`src/rtl/node_nic.sv`:
```
// node_nic: node-side network interface.
// TX FIFO buffers packets from the node core and injects them into the mesh
// whenever the network enables this node. RX FIFO captures packets ejected by
// the local router (no backpressure exists, so overflow drops and is flagged)
// and is drained by the core. Both directions keep wrapping traffic counters.
module node_nic #(
  parameter int PKT_W    = 32,
  parameter int TX_DEPTH = 4,
  parameter int RX_DEPTH = 4,
  parameter int CNT_W    = 16
) (
  input  logic             clk,
  input  logic             reset,
  input  logic [PKT_W-1:0] src_data,
  input  logic             src_val,
  output logic             src_rdy,
  output logic [PKT_W-1:0] net_o_data,
  output logic             net_o_val,
  input  logic             net_i_en,
  input  logic [PKT_W-1:0] net_i_data,
  input  logic             net_i_val,
  output logic [PKT_W-1:0] sink_data,
  output logic             sink_val,
  input  logic             sink_rdy,
  output logic [CNT_W-1:0] tx_cnt,
  output logic [CNT_W-1:0] rx_cnt,
  output logic             rx_drop
);

  localparam int TX_AW = $clog2(TX_DEPTH);
  localparam int RX_AW = $clog2(RX_DEPTH);

  localparam logic [TX_AW:0]    TX_PTR_ONE = {{TX_AW{1'b0}}, 1'b1};
  localparam logic [RX_AW:0]    RX_PTR_ONE = {{RX_AW{1'b0}}, 1'b1};
  localparam logic [CNT_W-1:0]  CNT_ONE    = {{(CNT_W-1){1'b0}}, 1'b1};
  localparam logic [PKT_W-1:0]  PKT_ZERO   = {PKT_W{1'b0}};

  // Storage and pointers (one extra MSB distinguishes full from empty)
  logic [PKT_W-1:0] r_tx_mem [TX_DEPTH];
  logic [PKT_W-1:0] r_rx_mem [RX_DEPTH];
  logic [TX_AW:0]   r_tx_wptr, r_tx_rptr;
  logic [RX_AW:0]   r_rx_wptr, r_rx_rptr;
  logic [CNT_W-1:0] r_tx_cnt, r_rx_cnt;
  logic             r_rx_drop;

  logic w_tx_empty, w_tx_full, w_rx_empty, w_rx_full;
  logic w_tx_push, w_tx_pop, w_rx_push, w_rx_pop, w_rx_lost;

  assign w_tx_empty = (r_tx_wptr == r_tx_rptr);
  assign w_tx_full  = (r_tx_wptr[TX_AW] != r_tx_rptr[TX_AW]) &&
                      (r_tx_wptr[TX_AW-1:0] == r_tx_rptr[TX_AW-1:0]);
  assign w_rx_empty = (r_rx_wptr == r_rx_rptr);
  assign w_rx_full  = (r_rx_wptr[RX_AW] != r_rx_rptr[RX_AW]) &&
                      (r_rx_wptr[RX_AW-1:0] == r_rx_rptr[RX_AW-1:0]);

  // Handshakes. src_rdy is held low while reset is asserted so nothing is
  // offered as accepted during the reset cycle.
  assign src_rdy   = !reset && !w_tx_full;
  assign w_tx_push = src_val && src_rdy;
  assign net_o_val = !w_tx_empty && net_i_en;
  assign w_tx_pop  = net_o_val;

  // A same-cycle drain frees the slot, so a full RX FIFO can still capture.
  assign sink_val  = !w_rx_empty;
  assign w_rx_pop  = sink_val && sink_rdy;
  assign w_rx_push = net_i_val && (!w_rx_full || w_rx_pop);
  assign w_rx_lost = net_i_val && w_rx_full && !w_rx_pop;

  assign net_o_data = w_tx_empty ? PKT_ZERO : r_tx_mem[r_tx_rptr[TX_AW-1:0]];
  assign sink_data  = w_rx_empty ? PKT_ZERO : r_rx_mem[r_rx_rptr[RX_AW-1:0]];
  assign tx_cnt     = r_tx_cnt;
  assign rx_cnt     = r_rx_cnt;
  assign rx_drop    = r_rx_drop;

  // Packet storage writes; contents are don't-care until a pointer covers them
  always_ff @(posedge clk) begin
    if (w_tx_push) begin
      r_tx_mem[r_tx_wptr[TX_AW-1:0]] <= src_data;
    end
    if (w_rx_push) begin
      r_rx_mem[r_rx_wptr[RX_AW-1:0]] <= net_i_data;
    end
  end

  // TX pointers and injection counter
  always_ff @(posedge clk or posedge reset) begin
    if (reset) begin
      r_tx_wptr <= {(TX_AW+1){1'b0}};
      r_tx_rptr <= {(TX_AW+1){1'b0}};
      r_tx_cnt  <= {CNT_W{1'b0}};
    end else begin
      if (w_tx_push) begin
        r_tx_wptr <= r_tx_wptr + TX_PTR_ONE;
      end
      if (w_tx_pop) begin
        r_tx_rptr <= r_tx_rptr + TX_PTR_ONE;
        r_tx_cnt  <= r_tx_cnt + CNT_ONE;
      end
    end
  end

  // RX pointers, capture counter and sticky overflow flag
  always_ff @(posedge clk or posedge reset) begin
    if (reset) begin
      r_rx_wptr <= {(RX_AW+1){1'b0}};
      r_rx_rptr <= {(RX_AW+1){1'b0}};
      r_rx_cnt  <= {CNT_W{1'b0}};
      r_rx_drop <= 1'b0;
    end else begin
      if (w_rx_push) begin
        r_rx_wptr <= r_rx_wptr + RX_PTR_ONE;
        r_rx_cnt  <= r_rx_cnt + CNT_ONE;
      end
      if (w_rx_pop) begin
        r_rx_rptr <= r_rx_rptr + RX_PTR_ONE;
      end
      if (w_rx_lost) begin
        r_rx_drop <= 1'b1;
      end
    end
  end

endmodule

```
`config.mk`:
```
export PLATFORM = sky130hd
export DESIGN_NAME = node_nic
export DESIGN_NICKNAME = d
export VERILOG_FILES = /design/src/rtl/node_nic.sv
export SDC_FILE = /design/constraint.sdc
export NUM_CORES = 1
export LEC_CHECK = 0
export BUFFER_PORTS_ARGS = -buffer_cell sky130_fd_sc_hd__clkbuf_2
export CORE_MARGIN = 8
export CORE_UTILIZATION = 25
export CTS_CLUSTER_SIZE = 40
export DETAILED_ROUTE_END_ITERATION = 7
export PLACE_DENSITY = 0.42
export SYNTH_ARGS = -nofsm -noshare
export SYNTH_HDL_FRONTEND = slang
export SYNTH_SLANG_ARGS = --single-unit
export TNS_END_PERCENT = 20
```
`constraint.sdc`:
```
create_clock -name clk -period 3 [get_ports clk]
set_input_delay 0.6 -clock clk [delete_from_list [all_inputs] [get_ports clk]]
set_output_delay 0.6 -clock clk [all_outputs]
set_load 0.1 [all_outputs]
```
* Word-level counts from Yosys, hierarchy flattened
Memories as Yosys holds them, arrays and structs flattened.
Cells that the tools add are included.
Widths: inputs -> output; s select.
** Operators by class
- $add $sub $neg :: 6
- Equal/unequal tests :: 6
- Muxes and demuxes :: 6
- Reductions and logical operators :: 16
** Operators by type and width (count)
- $mux 32 :: 2
- $add 16x1->16 const B :: 2
- $add 3x1->3 const B :: 4
- $logic_and 1x1->1 :: 9
- $eq 3x3->1 :: 2
- $logic_not 1->1 :: 6
- $eq 2x2->1 :: 2
- $mux 1 :: 4
- $ne 1x1->1 :: 2
- $logic_or 1x1->1 :: 1
** Word-level totals
- Register bits after elaboration :: 45
- Memory bits (writable) :: 256
- Output and inout bits :: 100
- Logic and storage cells :: 43
- Memories :: 2
** Memories
- r_rx_mem :: depth 4, width 32, read ports 1, clocked after Yosys merged registers in 0, write ports 1, line 40 : logic [PKT_W-1:0] r_rx_mem [RX_DEPTH];
- r_tx_mem :: depth 4, width 32, read ports 1, clocked after Yosys merged registers in 0, write ports 1, line 39 : logic [PKT_W-1:0] r_tx_mem [TX_DEPTH];

* Depth between registers and ports, before layout
- Word-level depth :: 7
- Mapped depth :: 7
- Mapped depth without buffers :: 5

* Worst setup path before layout
OpenSTA, ideal clock, no wires.
- Path kind :: register to output
- From :: register r_rx_rptr[0]
- To :: output sink_data[22]
- Arrival time :: 2.714 ns
- Data required time :: 2.400 ns
- Slack :: -0.314 ns
- Cell stages (with the launch flop) :: 6
- Cell sequence :: dfrtp_1 buf_4 xnor2_1 nand3_1 clkbuf_1 and2_1
** Between the ends
- Longest elaborated chain between the ends :: 2
- Elaborated cells on any way between the ends :: 3
** RTL lines
- start, declared :: line 42 : logic [RX_AW:0] r_rx_wptr, r_rx_rptr;
- start signal, assigned :: line 106 : r_rx_rptr <= {(RX_AW+1){1'b0}};
- start signal, assigned :: line 115 : r_rx_rptr <= r_rx_rptr + RX_PTR_ONE;
- $mem_v2 4x32 / $eq 3x3->1 (equally long branches)
- $mux 32 (*) :: line 70 : assign sink_data = w_rx_empty ? PKT_ZERO : r_rx_mem[r_rx_rptr[RX_AW-1:0]];
- end, declared :: line 22 : output logic [PKT_W-1:0] sink_data,
Every way passes the cells marked *; elsewhere a longest branch is shown, timed or not.

* Final worst setup path
- From :: register r_rx_rptr[0]
- To :: output sink_data[2]
The elaborated chain is that of the path after synthesis.

==> run summary <==
================================================================================
Overall track demand over capacity in global routing                      0.0990
Max Clock Freq                                                         0.349 GHz
Worst-path cell chain                                               buf_12 -> mux4_2 -> and2_1 -> buf_12
Net Count, Synth                                                             684
Predominant post-synthesis flop cell                                    edfxtp_1
Number of global-route vias before repair                                  6,619
Pre-CTS worst setup slack                                               0.573 ns
Crit Reg-Reg Startpoint                                             r_rx_rptr[0]$_DFFE_PP0P_
Number of nets in the layout                                                 883
FF+latch count, synth                                                        301
Worst-path clk slew                                                      0.06 ns
Final cell count without fillers                                           1,441
Sequential cell area fraction in the yosys report                          0.738
Total of cells resized after clock tree synthesis                              1
M1 WL                                                                  11,600 um
Final hold violation count                                                     0
Capture point of the worst reg-to-reg path                          r_rx_mem[2][13]$_DFFE_PP_
Number of warnings issued by yosys                                             0
DP Wirelength                                                          16,900 um
Worst hold margin                                                       0.206 ns
Clock net sink count                                                         301
Detail Route met3 WL                                                     2030 um
Worst path setup slack after routing                                    0.134 ns
Worst-path cell with the longest stage delay                             dfrtp_4
Clock latency reported for the late side of the worst-skew pair          0.53 ns
Unrepaired setup endpoints after global routing                            false
Critical path capture point type                                     output port
Routed WL                                                              26,800 um
Syn Inst Count                                                               602
Final routed DRC violation total                                               0
Max Buffers Root-to-Sink                                                       3
Area taken by flip-flops and latches                                    8820 um2
Fraction of layout cells with a size suffix above 1                        0.391
Clock tree root buffer cell                                            clkbuf_16
Termination of the worst setup path                                 sink_data[2]
Data arrival time of the worst path                                      2.27 ns
Buffers plus inverters on the worst setup path                                 2
Full die area                                                         55,000 um2
Max stage delay on crit path                                             0.56 ns
CTS tree                                                                   built
Minimum clock period after layout                                        2.87 ns
Worst EP required                                                        2.40 ns
Drt first-iter violations                                                    363
Post-synth cell types                                                         37
Skew final                                                             0.0142 ns
Area added between synthesis and finish                                    32.2%
Wire length of the first global-routing pass                           41,100 um
Setup Fix Bufs, Post-CTS                                                       0
Result of the run                                                   finished, final reports clean
Inserted Clock Buffers                                                        36
Setup crit start kind                                                  flip-flop
Fill cells                                                                 4,540
Multi-input logic area                                                  2990 um2
Most used cell along the critical path                                    buf_12
Startpoint of the worst setup timing path                           r_rx_rptr[0]$_DFFE_PP0P_
DRT antenna net count                                                          0
Tightest slew margin relative to the limit                                 0.511
Category of the critical setup timing path                          flip-flop to output port
1st-pass router iterations                                                     4
Syn Std Cell Area                                                     11,900 um2
Final setup viols                                                              0
Number of buffers added to fix hold violations after cts                       0
Routed wire per std cell                                                 18.6 um
Maximum number of pins on one net before global-route repair                  36
Share of the clock period used by the worst path after layout              0.955
Die height                                                                235 um
Number of gates on the worst path with buffers counted                         4
Starting density of the core                                               0.252
Top fanout value on the critical path                                         17
FFs w/ async S/R, synth                                                    0.150
Total Neg Setup Slack                                                       0 ns
Port Buf Inserts                                                             169
Routed via count                                                           6,008
R2R cell count                                                                 4
Cell type group with the largest total delay on the critical path     flip-flops
Cell Count Post-Placement                                                  1,378
Number of pins exceeding their max-slew limit in the final report              0
Core region area                                                      47,400 um2
Number of enable flip-flop cells after synthesis                             256
Count of maximum capacitance violations                                        0
Htree depth                                                                    2
Antenna violations before repair                                               4
Number of diodes                                                               0
Length of routed met2 wiring                                           12,700 um
Reg-to-reg slack, setup                                                  0.87 ns
Horizontal die dimension                                                  235 um
Total I/O pin count                                                          170
Site Rows                                                                     80
Path class of the lowest-slack min-delay path                       input port to asynchronous set/reset pin
Max Used Layer                                                              met5
Mean cell area of the mapped netlist                                    19.8 um2
Grt total ovfl                                                                 0
Gp weighted congestion                                                     0.667
Via density                                                                 4.17
Pin slew with the least headroom to its limit                           0.731 ns
================================================================================
-- stage by stage --
| step | cell area [um2] | utilization |
|---|---|---|
| after CTS | 15800 | 0.332 |
| after global routing | 15800 | 0.333 |
| after global placement | 14700 | 0.309 |
| after detailed placement | 14700 | 0.309 |
| final | 15800 | 0.333 |
| after floorplan | 11900 | - |
-- layer usage --
metal	vias up	global-route usage
met3	47	0.0396
met2	148	0.160
li1	2750	-
met5	-	0
met4	8	0.0289
met1	3055	0.121
-- how the worst min path moves through the flow --
stage	startpoint	cells past startpoint	end
5_1_grt	reset	2	r_tx_wptr[0]$_DFFE_PP0N_
6_report	reset	2	r_tx_wptr[0]$_DFFE_PP0N_
4_1_cts	reset	2	r_tx_wptr[1]$_DFFE_PP0N_
3_5_place_dp	tx_cnt[15]$_DFFE_PP0P_	1	tx_cnt[15]$_DFFE_PP0P_
2_1_floorplan	r_rx_rptr[2]$_DFFE_PP0P_	1	r_rx_rptr[2]$_DFFE_PP0P_
3_3_place_gp	rx_cnt[15]$_DFFE_PP0P_	1	rx_cnt[15]$_DFFE_PP0P_
-- layout by cell type, fill, tap and decap left out, drive strengths merged --
cell      count
a311oi        1
a31oi         3
a41o          1
and2         41
and3          6
and4          3
buf          85
bufinv        1
clkbuf      143
clkinv       16
clkinvlp      3
dfrtp        45
edfxtp      256
ha           12
inv          10
mux2          3
mux4         64
nand2        15
nand2b        1
nand3        11
nand3b        2
nand4         7
nor2          5
nor2b        32
nor3          3
nor3b         1
nor4          4
o21ai         2
o41a          1
o41ai         2
xnor2        29
xor2         18
-- sequential cells by signal, indices dropped and copies added, names as in the netlist --
register and flops:
r_rx_mem 128, r_rx_rptr 3, r_rx_wptr 3, r_tx_mem 128, r_tx_rptr 3, r_tx_wptr 3, rx_cnt 16, rx_drop 1
tx_cnt 16
-- cell families (layout without fill, tap and decap cells) --
| logic type | Yosys count | count (layout) | share of synthesized area |
|---|---|---|---|
| compound gates | 10 | 10 | 0.00964 |
| buf+inv | 34 | 258 | 0.0135 |
| fa+ha+maj | 12 | 12 | 0.0126 |
| mux | 67 | 67 | 0.124 |
| flops | 301 | 301 | 0.738 |
| xor+xnor | 47 | 47 | 0.0376 |
| simple gates | 131 | 131 | 0.0647 |
-- Yosys cell counts, types with 3 or more instances --
master / number / area [um2]
and4_1: 3 / 26.3
clkbuf_1: 13 / 48.8
xnor2_1: 26 / 228
nand4_1: 7 / 43.8
mux4_2: 64 / 1440
xnor2_2: 3 / 48.8
edfxtp_1: 256 / 7690
inv_1: 8 / 30.0
and2_1: 40 / 250
nor2b_1: 32 / 200
nand2_1: 15 / 56.3
ha_1: 12 / 150
nor4_1: 4 / 25.0
nor2_1: 5 / 18.8
dfrtp_1: 45 / 1130
nor3_1: 3 / 15.0
and3_1: 6 / 37.5
xor2_1: 16 / 140
nand3_1: 11 / 55.1
buf_2: 9 / 45.0
-- worst register-to-register path: stages, from the launching register on --
cell,delay (ns)
dfrtp_4,0.58
xor2_2,0.28
o41a_1,0.27
and2_1,0.15
buf_4,0.44
-- layout make-up --
| class | count | area share |
|---|---|---|
| Sequential cell | 301 | 0.559 |
| Timing Repair Buffer | 187 | 0.132 |
| Inverter | 8 | 0.00190 |
| Tap cell | 615 | 0.0487 |
| Clock inverter | 22 | 0.0111 |
| Multi-Input combinational cell | 267 | 0.189 |
| Clock buffer | 41 | 0.0583 |
Power is left out: the tool's default activity adds up to more than one toggle a clock period on the data nets, which glitch-free logic cannot reach.
